==> src/rtl/rtc_port_pkg.sv <==
// ============================================================================
// Module : rtc_port_pkg
// Brief  : Shared types and constants for the RTC PicoBlaze port bank.
// Rev    : 1.0 - initial release
// ============================================================================
`default_nettype none

package rtc_port_pkg;

    typedef enum logic [1:0] {
        ST_IDLE = 2'd0,
        ST_REQ  = 2'd1,
        ST_WAIT = 2'd2
    } commit_state_e;

    localparam int STAT_BUSY     = 0;
    localparam int STAT_DONE     = 1;
    localparam int STAT_TMO      = 2;
    localparam int STAT_OVR      = 3;
    localparam int STAT_BCDERR   = 4;
    localparam int STAT_DONE_LVL = 5;

    localparam logic [7:0] DEF_SEL_ADDR    = 8'h01;
    localparam logic [7:0] DEF_WR_BASE     = 8'h02;
    localparam logic [7:0] DEF_COMMIT_ADDR = 8'h0B;
    localparam logic [7:0] DEF_STATUS_ADDR = 8'h0C;
    localparam logic [7:0] DEF_RD_BASE     = 8'h0D;

    localparam logic [7:0] COMMIT_CMD      = 8'h01;

endpackage

`default_nettype wire

==> src/rtl/rtc_commit_fsm.sv <==
// ============================================================================
// Module : rtc_commit_fsm
// Brief  : Commit request/ack/done handshake with timeout and rtc_done edge
//          detection; emits single-cycle done/timeout/overrun events.
// Rev    : 1.0 - initial release
// ============================================================================
`default_nettype none

module rtc_commit_fsm
    import rtc_port_pkg::*;
#(
    parameter int TIMEOUT_CYC = 1024
) (
    input  logic clk,
    input  logic reset,
    input  logic commit_cmd,
    input  logic commit_ack,
    input  logic rtc_done,
    output logic commit_req,
    output logic busy,
    output logic commit_accept,
    output logic done_evt,
    output logic tmo_evt,
    output logic ovr_evt
);

    localparam int CNT_W = (TIMEOUT_CYC > 1) ? $clog2(TIMEOUT_CYC) : 1;

    commit_state_e    state_q, state_d;
    logic [CNT_W-1:0] cnt_q, cnt_d;
    logic             done_lvl_q, done_lvl_d;

    logic w_done_rise;
    logic w_timeout;

    assign w_done_rise = rtc_done & ~done_lvl_q;
    assign w_timeout   = (cnt_q == CNT_W'(TIMEOUT_CYC - 1));
    assign done_lvl_d  = rtc_done;

    always_comb begin
        state_d       = state_q;
        commit_accept = 1'b0;
        done_evt      = 1'b0;
        tmo_evt       = 1'b0;
        ovr_evt       = 1'b0;
        case (state_q)
            ST_IDLE: begin
                if (commit_cmd) begin
                    state_d       = ST_REQ;
                    commit_accept = 1'b1;
                end
            end
            ST_REQ: begin
                ovr_evt = commit_cmd;
                // A done rise while still requesting doubles as the acknowledge.
                if (w_done_rise) begin
                    state_d  = ST_IDLE;
                    done_evt = 1'b1;
                end else if (commit_ack) begin
                    state_d = ST_WAIT;
                end else if (w_timeout) begin
                    state_d = ST_IDLE;
                    tmo_evt = 1'b1;
                end
            end
            ST_WAIT: begin
                ovr_evt = commit_cmd;
                if (w_done_rise) begin
                    state_d  = ST_IDLE;
                    done_evt = 1'b1;
                end else if (w_timeout) begin
                    state_d = ST_IDLE;
                    tmo_evt = 1'b1;
                end
            end
            default: state_d = ST_IDLE;
        endcase
        cnt_d = ((state_d != state_q) || (state_q == ST_IDLE)) ? '0 : cnt_q + 1'b1;
    end

    always_ff @(posedge clk) begin
        if (reset) begin
            state_q    <= ST_IDLE;
            cnt_q      <= '0;
            done_lvl_q <= 1'b0;
        end else begin
            state_q    <= state_d;
            cnt_q      <= cnt_d;
            done_lvl_q <= done_lvl_d;
        end
    end

    assign commit_req = (state_q == ST_REQ);
    assign busy       = (state_q != ST_IDLE);

endmodule

`default_nettype wire

==> src/rtl/rtc_port_bank.sv <==
// ============================================================================
// Module : rtc_port_bank
// Brief  : PicoBlaze I/O register bank: shadow time fields, atomic commit to
//          the RTC writer, registered read-back, field select and status.
//          Optional RTC_BCD_CHECK_EN rejects shadow writes with non-BCD nibbles.
// Rev    : 1.0 - initial release
// ============================================================================
`default_nettype none

module rtc_port_bank
    import rtc_port_pkg::*;
#(
    parameter int         NUM_FIELDS  = 9,
    parameter int         DATA_W      = 8,
    parameter logic [7:0] SEL_ADDR    = DEF_SEL_ADDR,
    parameter logic [7:0] WR_BASE     = DEF_WR_BASE,
    parameter logic [7:0] COMMIT_ADDR = DEF_COMMIT_ADDR,
    parameter logic [7:0] STATUS_ADDR = DEF_STATUS_ADDR,
    parameter logic [7:0] RD_BASE     = DEF_RD_BASE,
    parameter int         TIMEOUT_CYC = 1024
) (
    input  logic                         clk,
    input  logic                         reset,
    input  logic                         write_strobe,
    input  logic                         read_strobe,
    input  logic [7:0]                   port_id,
    input  logic [DATA_W-1:0]            out_port,
    output logic [DATA_W-1:0]            in_port,
    input  logic [NUM_FIELDS*DATA_W-1:0] rd_fields,
    output logic [NUM_FIELDS*DATA_W-1:0] field_q,
    output logic [NUM_FIELDS-1:0]        sel_onehot,
    output logic                         commit_req,
    input  logic                         commit_ack,
    input  logic                         rtc_done
);

    logic [NUM_FIELDS-1:0][DATA_W-1:0] shadow_q, shadow_d;
    logic [NUM_FIELDS*DATA_W-1:0]      field_d;
    logic [DATA_W-1:0]                 in_port_q, in_port_d;
    logic [NUM_FIELDS-1:0]             sel_onehot_q, sel_onehot_d;
    logic [DATA_W-1:0]                 sel_idx_q, sel_idx_d;
    logic                              sel_valid_q, sel_valid_d;
    logic                              done_q, done_d;
    logic                              tmo_q, tmo_d;
    logic                              ovr_q, ovr_d;
    logic                              bcderr_q, bcderr_d;

    logic [7:0]        w_wr_off;
    logic [7:0]        w_rd_off;
    logic              w_wr_hit;
    logic              w_sel_wr;
    logic              w_commit_cmd;
    logic              w_status_rd;
    logic              w_bcd_ok;
    logic              w_bcd_evt;
    logic [DATA_W-1:0] w_status;
    logic              w_busy;
    logic              w_commit_accept;
    logic              w_done_evt;
    logic              w_tmo_evt;
    logic              w_ovr_evt;

    // Offsets wrap for addresses below the base, so one unsigned compare covers the range.
    assign w_wr_off     = port_id - WR_BASE;
    assign w_rd_off     = port_id - RD_BASE;
    assign w_wr_hit     = write_strobe && (w_wr_off < 8'(NUM_FIELDS));
    assign w_sel_wr     = write_strobe && (port_id == SEL_ADDR);
    assign w_commit_cmd = write_strobe && (port_id == COMMIT_ADDR)
                          && (out_port == DATA_W'(COMMIT_CMD));
    assign w_status_rd  = read_strobe && (port_id == STATUS_ADDR);

`ifdef RTC_BCD_CHECK_EN
    always_comb begin
        w_bcd_ok = 1'b1;
        for (int n = 0; n < DATA_W / 4; n++) begin
            if (out_port[n*4 +: 4] > 4'd9) begin
                w_bcd_ok = 1'b0;
            end
        end
    end
`else
    assign w_bcd_ok = 1'b1;
`endif

    rtc_commit_fsm #(
        .TIMEOUT_CYC (TIMEOUT_CYC)
    ) u_commit_fsm (
        .clk           (clk),
        .reset         (reset),
        .commit_cmd    (w_commit_cmd),
        .commit_ack    (commit_ack),
        .rtc_done      (rtc_done),
        .commit_req    (commit_req),
        .busy          (w_busy),
        .commit_accept (w_commit_accept),
        .done_evt      (w_done_evt),
        .tmo_evt       (w_tmo_evt),
        .ovr_evt       (w_ovr_evt)
    );

    always_comb begin
        shadow_d  = shadow_q;
        w_bcd_evt = 1'b0;
        if (w_wr_hit) begin
            if (w_bcd_ok) begin
                for (int i = 0; i < NUM_FIELDS; i++) begin
                    if (w_wr_off == 8'(i)) begin
                        shadow_d[i] = out_port;
                    end
                end
            end else begin
                w_bcd_evt = 1'b1;
            end
        end
        field_d = w_commit_accept ? shadow_q : field_q;
    end

    always_comb begin
        sel_onehot_d = sel_onehot_q;
        sel_idx_d    = sel_idx_q;
        sel_valid_d  = sel_valid_q;
        if (w_sel_wr) begin
            for (int i = 0; i < NUM_FIELDS; i++) begin
                sel_onehot_d[i] = (out_port == DATA_W'(i));
            end
            sel_valid_d = |sel_onehot_d;
            sel_idx_d   = out_port;
        end
    end

    // Event set has priority over a same-edge status-read clear.
    always_comb begin
        done_d   = (done_q   & ~w_status_rd) | w_done_evt;
        tmo_d    = (tmo_q    & ~w_status_rd) | w_tmo_evt;
        ovr_d    = (ovr_q    & ~w_status_rd) | w_ovr_evt;
        bcderr_d = (bcderr_q & ~w_status_rd) | w_bcd_evt;
    end

    always_comb begin
        w_status                = '0;
        w_status[STAT_BUSY]     = w_busy;
        w_status[STAT_DONE]     = done_q;
        w_status[STAT_TMO]      = tmo_q;
        w_status[STAT_OVR]      = ovr_q;
        w_status[STAT_BCDERR]   = bcderr_q;
        w_status[STAT_DONE_LVL] = rtc_done;
    end

    always_comb begin
        in_port_d = '0;
        if (w_rd_off < 8'(NUM_FIELDS)) begin
            for (int i = 0; i < NUM_FIELDS; i++) begin
                if (w_rd_off == 8'(i)) begin
                    in_port_d = rd_fields[i*DATA_W +: DATA_W];
                end
            end
        end else if (port_id == STATUS_ADDR) begin
            in_port_d = w_status;
        end else if (port_id == SEL_ADDR) begin
            in_port_d = sel_valid_q ? sel_idx_q : '1;
        end
    end

    always_ff @(posedge clk) begin
        if (reset) begin
            shadow_q     <= '0;
            field_q      <= '0;
            in_port_q    <= '0;
            sel_onehot_q <= '0;
            sel_idx_q    <= '0;
            sel_valid_q  <= 1'b0;
            done_q       <= 1'b0;
            tmo_q        <= 1'b0;
            ovr_q        <= 1'b0;
            bcderr_q     <= 1'b0;
        end else begin
            shadow_q     <= shadow_d;
            field_q      <= field_d;
            in_port_q    <= in_port_d;
            sel_onehot_q <= sel_onehot_d;
            sel_idx_q    <= sel_idx_d;
            sel_valid_q  <= sel_valid_d;
            done_q       <= done_d;
            tmo_q        <= tmo_d;
            ovr_q        <= ovr_d;
            bcderr_q     <= bcderr_d;
        end
    end

    assign in_port    = in_port_q;
    assign sel_onehot = sel_onehot_q;

endmodule

`default_nettype wire
==> config.mk <==
export PLATFORM = sky130hd
export DESIGN_NAME = rtc_port_bank
export DESIGN_NICKNAME = d
export VERILOG_FILES = /design/src/rtl/rtc_port_pkg.sv /design/src/rtl/rtc_commit_fsm.sv /design/src/rtl/rtc_port_bank.sv
export SDC_FILE = /design/constraint.sdc
export NUM_CORES = 1
export LEC_CHECK = 0
export BUFFER_PORTS_ARGS = -buffer_cell sky130_fd_sc_hd__buf_2
export CORE_MARGIN = 8
export CORE_UTILIZATION = 35
export CTS_BUF_LIST = sky130_fd_sc_hd__clkbuf_4 sky130_fd_sc_hd__clkbuf_8
export DETAILED_ROUTE_END_ITERATION = 10
export GPL_TIMING_DRIVEN = 0
export MAX_ROUTING_LAYER = met4
export SLEW_MARGIN = 0
export SYNTH_ARGS = -nofsm -noshare
export SYNTH_HDL_FRONTEND = slang
export SYNTH_SLANG_ARGS = --single-unit
==> constraint.sdc <==
create_clock -name clk -period 4.6 [get_ports clk]
set_input_delay 0.23 -clock clk [delete_from_list [all_inputs] [get_ports clk]]
set_output_delay 0.23 -clock clk [all_outputs]
set_load 0.03 [all_outputs]
==> metrics.md, run 1 <==
| Metric | Value |
|---|---|
| Status | `completed` |
| Register area | `3740 sq um` |
| EDFF count, synth | `0` |
| Post-Synth Simple-Gate Area | `20.8%` |
| Seq/Total Area, Yosys | `45.6%` |
| CTS Hold Bufs | `1` |
| Adder-cell share of the synthesized area | `1.22%` |
| Nets@finish | `1255` |
| Via/cell ratio | `4.95` |
| Largest family of logic cells by synthesized area | `simple AND/OR/NAND/NOR gates` |
| Crit Path Class | `in2reg` |
| Synth Instances | `951` |
| Cell Area, Synth | `8210 sq um` |
| Sink Count | `187` |
| Die ar. | `28600 sq um` |
| Die X | `169 microns` |
| Post-cts sizing count | `0` |
| H-tree levels | `4` |
| Final Skew | `0.0203 ns` |
| Final Cycle Share | `55.3%` |
| Die Height | `169 microns` |
| Cell Area, Placed | `9520 sq um` |
| Synth Area in Compound Gates | `16.5%` |
| Slowest CP cell | `a2111oi_4` |
| Hold_sp | `rd_fields[62]` |
| First-pass GRT wire length | `39.7 mm` |
| Critical path's most frequent cell | `buf_2` |
| Top cells by area, synth | `dfxtp_1 46%, mux2i_1 8.8%, nand2_1 8.3%` |
| Reg clk slew, reported paths | `0.11 ns` |
| Vias in the first global route | `7296` |
| Worst-Skew Late Latency | `0.49 ns` |
| Worst path max stage delay | `0.78 ns` |
| Starting density of the core | `35.3%` |
| FFs w/ async S/R, synth | `0%` |
| Max-Cap Viols | `0` |
| RSZ-0062 raised after global routing | `no` |
| Hpwl dp | `18.4 mm` |
| Clk buf depth | `2` |
| Clock period minus final worst setup slack | `2.54 ns` |
| # fillers | `2398` |
| PortBufs | `182` |
| Initial antenna violation count | `2` |
| Syn_nets | `1053` |
| Final ANT Viol Nets | `0` |
| CTS buffer count | `17` |
| CTS tree | `built` |
| Yosys top cell area share | `45.6%` |
| DRC | `0` |
| Critical Path Sink Type | `flip-flop` |
| Reg2reg start | `u_commit_fsm.cnt_q[0]` |
| CP startpoint | `port_id[2]` |
| CTS root buf | `clkbuf_8` |
| Iteration-0 DRC Markers | `494` |
| Layout cells sized above 1 | `23.2%` |
| Multi-input combinational cell area | `4120 sq um` |
| Final core utilization | `42.8%` |
| Mean area per synthesized cell | `8.63 sq um` |
| Worst-path fanout max | `10` |
| Seq cells post-synth | `187` |
| Cell Rows | `56` |
| IO Pins | `184` |
| Worst hold path class | `in2reg` |
| Setup TNS | `0 ns` |
| Xor and xnor area share after synthesis | `1.78%` |
| TritonRoute pass-1 iters | `5` |
| Mux cell area share after synthesis | `9.88%` |
| Worst Path Required | `4.97 ns` |
| Ys flop type | `dfxtp_1` |
| Pwr Density | `303 nW/um^2` |
| Fin area | `9960 sq um` |
| Final setup violation count | `0` |
| Core area | `23300 sq um` |
| Area grow syn2layout | `21.3%` |
| Postcts setup bufs | `0` |
| Synth cell types | `65` |
| WL final | `25.2 mm` |
| Total power | `3.02 mW` |
| Worst vdd ir | `0.156 mV` |
| Wire per inst | `16.9 microns` |
| Tightest Pin Transition | `1.06 ns` |
| Yosys top cell by area | `dfxtp_1` |
| Slew HR | `29.1%` |
| Leak pwr | `4.21 nW` |
| Fin. Hold Viols | `0` |
| Total Routing Usage GR | `18.1%` |
| CP cell instances | `buf_2 > buf_2 > buf_2 > inv_1 > ha_1 > buf_2 > nand3b_4 > a21o_4 > a2111oi_4 > mux2i_1 > nor2_1` |
| Global route total overflow | `0` |
| Global placer's final weighted congestion | `0.808` |
| Synth warn | `0` |
| Largest net degree at the start of global routing | `20` |
| Fmax | `393 MHz` |
| CP Launch Type | `input pin` |
| Via count | `7359` |
| Crit path DAT | `2.91 ns` |
| Max Slew Vio Count | `0` |
-- placed cells by master, fill, tap and decap left out, drive strengths merged, types with 7 or more instances in the layout --
cell type,Yosys,final
o211ai,8,8
ha,8,8
buf,21,203
nand2b,12,12
xor2,8,8
nand3,32,32
o21ai,18,18
clkbuf,45,64
nand2,182,182
mux2,8,8
nor3,14,14
nand4,7,7
nor3b,7,7
inv,16,22
dfxtp,187,187
xnor2,7,7
o2111ai,7,7
nor2b,7,7
mux2i,72,72
a21oi,119,119
nor2,95,95
-- where the power goes --
| group | switching, mW | internal, mW |
|---|---|---|
| logic | 0.152 | 0.0831 |
| clock network | 0.681 | 0.483 |
| registers | 0.000535 | 1.62 |
-- sequential cells by signal, indices dropped and copies added, names as in the netlist, 2 cells and up --
| register | flops |
|---|---|
| field_q | 72 |
| shadow_q | 72 |
| u_commit_fsm.cnt_q | 10 |
| u_commit_fsm.state_q | 2 |
| sel_onehot | 9 |
| in_port | 8 |
| sel_idx_q | 8 |
-- synthesized netlist by cell type (all sizes together) (6+ instances only) --
library cell,count
o211ai,8
o2111ai,7
nor2b,7
nand3,32
a31o,6
dfxtp,187
o21ai,18
inv,16
nand4,7
a21oi,119
o221ai,6
a221o,6
buf,21
xnor2,7
mux2i,72
mux2,8
nor3b,7
clkbuf,45
xor2,8
a31oi,6
nor4,6
ha,8
nor3,14
nand2,182
nor2,95
nand2b,12
-- through the flow --
stage	hold WS [ns]	worst slack, ns	cells
after floorplan	0.358	2.09	951
after global placement	0.438	1.59	1452
after detailed placement	0.442	1.57	1452
after CTS	0.00597	2.09	1485
after global routing	0.0585	1.84	1487
final	0.0334	2.06	1487
-- worst max-delay path, delay by kind of cell --
| family | cells | cell delay, ns |
|---|---|---|
| compound gates | 2 | 1.02 |
| mux | 1 | 0.29 |
| simple gates | 2 | 0.17 |
| fa+ha+maj | 1 | 0.28 |
| buf+inv | 5 | 0.91 |
-- area by class of cell --
cell class | count | area share, %
Antenna cell | 2 | 0.0502
Timing Repair Buffer | 183 | 9.25
Tap cell | 319 | 4.01
Clock inverter | 13 | 1.72
Clock buffer | 19 | 2.56
Inverter | 16 | 0.603
Buffer | 66 | 2.89
Sequential cell | 187 | 37.6
Multi-Input combinational cell | 682 | 41.3
-- per-layer routing --
layer	part of all wire (%)	GRT usage, %
met5	0	-
met4	1.5	5.00
met3	2.5	2.77
met2	48	29.3
met1	48	23.1
-- kinds of logic after synthesis --
kind of cell	after synthesis
mux	80
simple gates	381
compound gates	198
fa+ha+maj	8
flops	187
xor+xnor	15
buf+inv	82
-- final timing paths --
kind | slack, ns | endpoint | cells past startpoint
max | 2.06 | shadow_q[13] | 11
max reg2reg | 2.33 | u_commit_fsm.cnt_q[3] | 6
min | 0.03 | in_port[6] | 3
min reg2reg | 0.45 | field_q[68] | 2
No activity file was read; power rests on OpenSTA's default activity.
==> inputs of run 2 (changes only) <==
- clock period: 4.6 -> 2.61 ns (I/O delays scaled with it)
==> run 2 against run 1 <==
Compared with the run above:
- via count rose by 0.23%
- utilization rose by 0.33 points
- worst setup slack worse by 1.8 ns
- sequential cell count unchanged
- clock power increased by 77%
- first-iteration DRC count rose by 2.4%
- clock skew is essentially flat
- critical endpoint unchanged
- hold slack got worse by 0.019 ns
- largest power group unchanged
- combinational power grew 80%
==> metrics.md, run 2 (synthesized netlist as in run 1, its figures left out) <==
| Metric | Value |
|---|---|
| IO Pins | `184 (unchanged)` |
| Total power | `5.33 mW (+77%)` |
| Crit Path Class | `in2reg` |
| Final ANT Viol Nets | `0 (unchanged)` |
| Total Routing Usage GR | `18.1% (+0.051 points)` |
| Placed Cells | `1452 (unchanged)` |
| Final Non-Filler Cells | `1494 (+0.47%)` |
| Final Skew | `0.0207 ns (+0.000377 ns)` |
| H-tree levels | `4 (unchanged)` |
| Via/cell ratio | `4.94 (-0.24%)` |
| Pwr Density | `531 nW/um^2 (+75%)` |
| Sink Count | `187 (unchanged)` |
| Die Height | `169 microns (unchanged)` |
| Reg2reg start | `u_commit_fsm.cnt_q[0]` |
| Clock period minus final worst setup slack | `2.38 ns` |
| WL final | `25.2 mm (+0.13%)` |
| Biggest regs | `field_q (72), shadow_q (72), u_commit_fsm.cnt_q (10)` |
| CTS root buf | `clkbuf_8` |
| Starting density of the core | `35.3% (unchanged)` |
| Worst R2R Setup Slack | `0.34 ns (-1.99 ns)` |
| Leak pwr | `4.24 nW (+0.72%)` |
| Vias in the first global route | `7331 (+0.48%)` |
| First-pass GRT wire length | `39.9 mm (+0.35%)` |
| Max-Cap Viols | `0 (unchanged)` |
| Reg clk slew, reported paths | `0.11 ns (about the same)` |
| Slew HR | `28.7% (-0.41 points)` |
| DP Worst Slack | `-0.316 ns (-1.89 ns)` |
| Initial antenna violation count | `2 (unchanged)` |
| CP endpoint | `shadow_q[13]` |
| Fin Hold WS | `0.0146 ns (-0.0187 ns)` |
| Fin area | `10000 sq um (+0.78%)` |
| Clk buf depth | `2 (unchanged)` |
| Worst Path Required | `2.98 ns (-1.99 ns)` |
| Worst vdd ir | `0.274 mV (+76%)` |
| CTS tree | `built` |
| Worst-Skew Late Latency | `0.50 ns (about the same)` |
| Cell Area, Placed | `9520 sq um (unchanged)` |
| Final Cycle Share | `91.2%` |
| Tightest Pin Transition | `1.06 ns (+0.00614 ns)` |
| Most frequent cells in the layout | `198 x buf_2, 187 x dfxtp_1, 181 x nand2_1` |
| CP Launch Type | `input pin` |
| Iteration-0 DRC Markers | `506 (+2.4%)` |
| PortBufs | `182 (unchanged)` |
| Crit path DAT | `2.75 ns (-0.16 ns)` |
| Status | `completed` |
| Fmax | `420 MHz` |
| Worst-path fanout max | `10 (unchanged)` |
| Fin. Hold Viols | `0 (unchanged)` |
| Postcts setup bufs | `0 (unchanged)` |
| Wire per inst | `16.9 microns (-0.33%)` |
| Worst hold path class | `in2reg` |
| Layout cells sized above 1 | `23.1% (-0.053 points)` |
| TritonRoute pass-1 iters | `5 (unchanged)` |
| Core area | `23300 sq um (unchanged)` |
| Global placer's final weighted congestion | `0.808 (unchanged)` |
| Critical Path Sink Type | `flip-flop` |
| Cell Rows | `56 (unchanged)` |
| DRC | `0 (unchanged)` |
| Register-to-Register Path Depth | `6 (unchanged)` |
| Die X | `169 microns (unchanged)` |
| Final core utilization | `43.2% (+0.33 points)` |
| Area grow syn2layout | `22.3%` |
| Most common cell after layout, fill and taps aside | `buf_2` |
| Hpwl dp | `18.4 mm (unchanged)` |
| Global route total overflow | `0 (unchanged)` |
| Setup TNS | `0 ns (unchanged)` |
| Nets@finish | `1262 (+0.56%)` |
| CTS buffer count | `17 (unchanged)` |
| Final setup violation count | `0 (unchanged)` |
| Final setup margin | `0.229 ns (-1.83 ns)` |
| RSZ-0062 raised after global routing | `no` |
| Largest net degree at the start of global routing | `20 (unchanged)` |
| Max Slew Vio Count | `0 (unchanged)` |
| Die ar. | `28600 sq um (unchanged)` |
| Via count | `7376 (+0.23%)` |
| CP startpoint | `port_id[2]` |
| Worst flop-to-flop path endpoint | `u_commit_fsm.cnt_q[3]` |
==> run 2: how the worst min path moves through the flow <==
stage / from / endpoint / slack (ns) / cells past startpoint
global route: rd_fields[48] / in_port[0] / 0.04 / 4
CTS: rd_fields[63] / in_port[7] / 0.002 / 3
detailed placement: rtc_done / u_commit_fsm.done_lvl_q / 0.40 / 2
global placement: rtc_done / u_commit_fsm.done_lvl_q / 0.40 / 2
finish: rd_fields[63] / in_port[7] / 0.01 / 3
floorplan: rtc_done / u_commit_fsm.done_lvl_q / 0.26 / 1
==> run 2: where the power goes <==
part,leakage (nW),switching (mW),internal [mW]
registers,1.51,0.000935,2.85
clock network,0.212,1.20,0.851
logic,2.52,0.270,0.154
total,4.24,1.47,3.86
==> run 2: what timing repair did <==
item	CTS	global route
gates resized for setup	0	2
endpoints found under the hold margin	8	0
hold buffers	8	0
endpoints found under the setup margin	0	6
==> run 2: metal layers <==
layer	up-vias	share of wire, %	GRT usage (%)
met4	0	1.6	5.00
met1	3497	48	23.2
met2	139	48	29.4
li1	3711	-	-
met3	29	2.8	2.74
met5	-	0	-
==> run 2: critical path, cell delays in order <==
cell and delay, ns:
buf_2 0.11, buf_2 0.17, clkbuf_4 0.22, inv_1 0.10, ha_1 0.30, nor3b_2 0.33
xor2_1 0.23, a2111oi_4 0.80, mux2i_1 0.29, nor2_1 0.05
==> run 2: area by class of cell <==
class	count	area, sq um
plain buffers	66	290
well taps	319	399
clock inverters	13	171
fillers	2396	13200
multi-input cells	682	4120
flip-flops and latches	187	3740
inverters	16	60.1
clock buffers	19	255
diodes	2	5.00
repair buffers	190	991
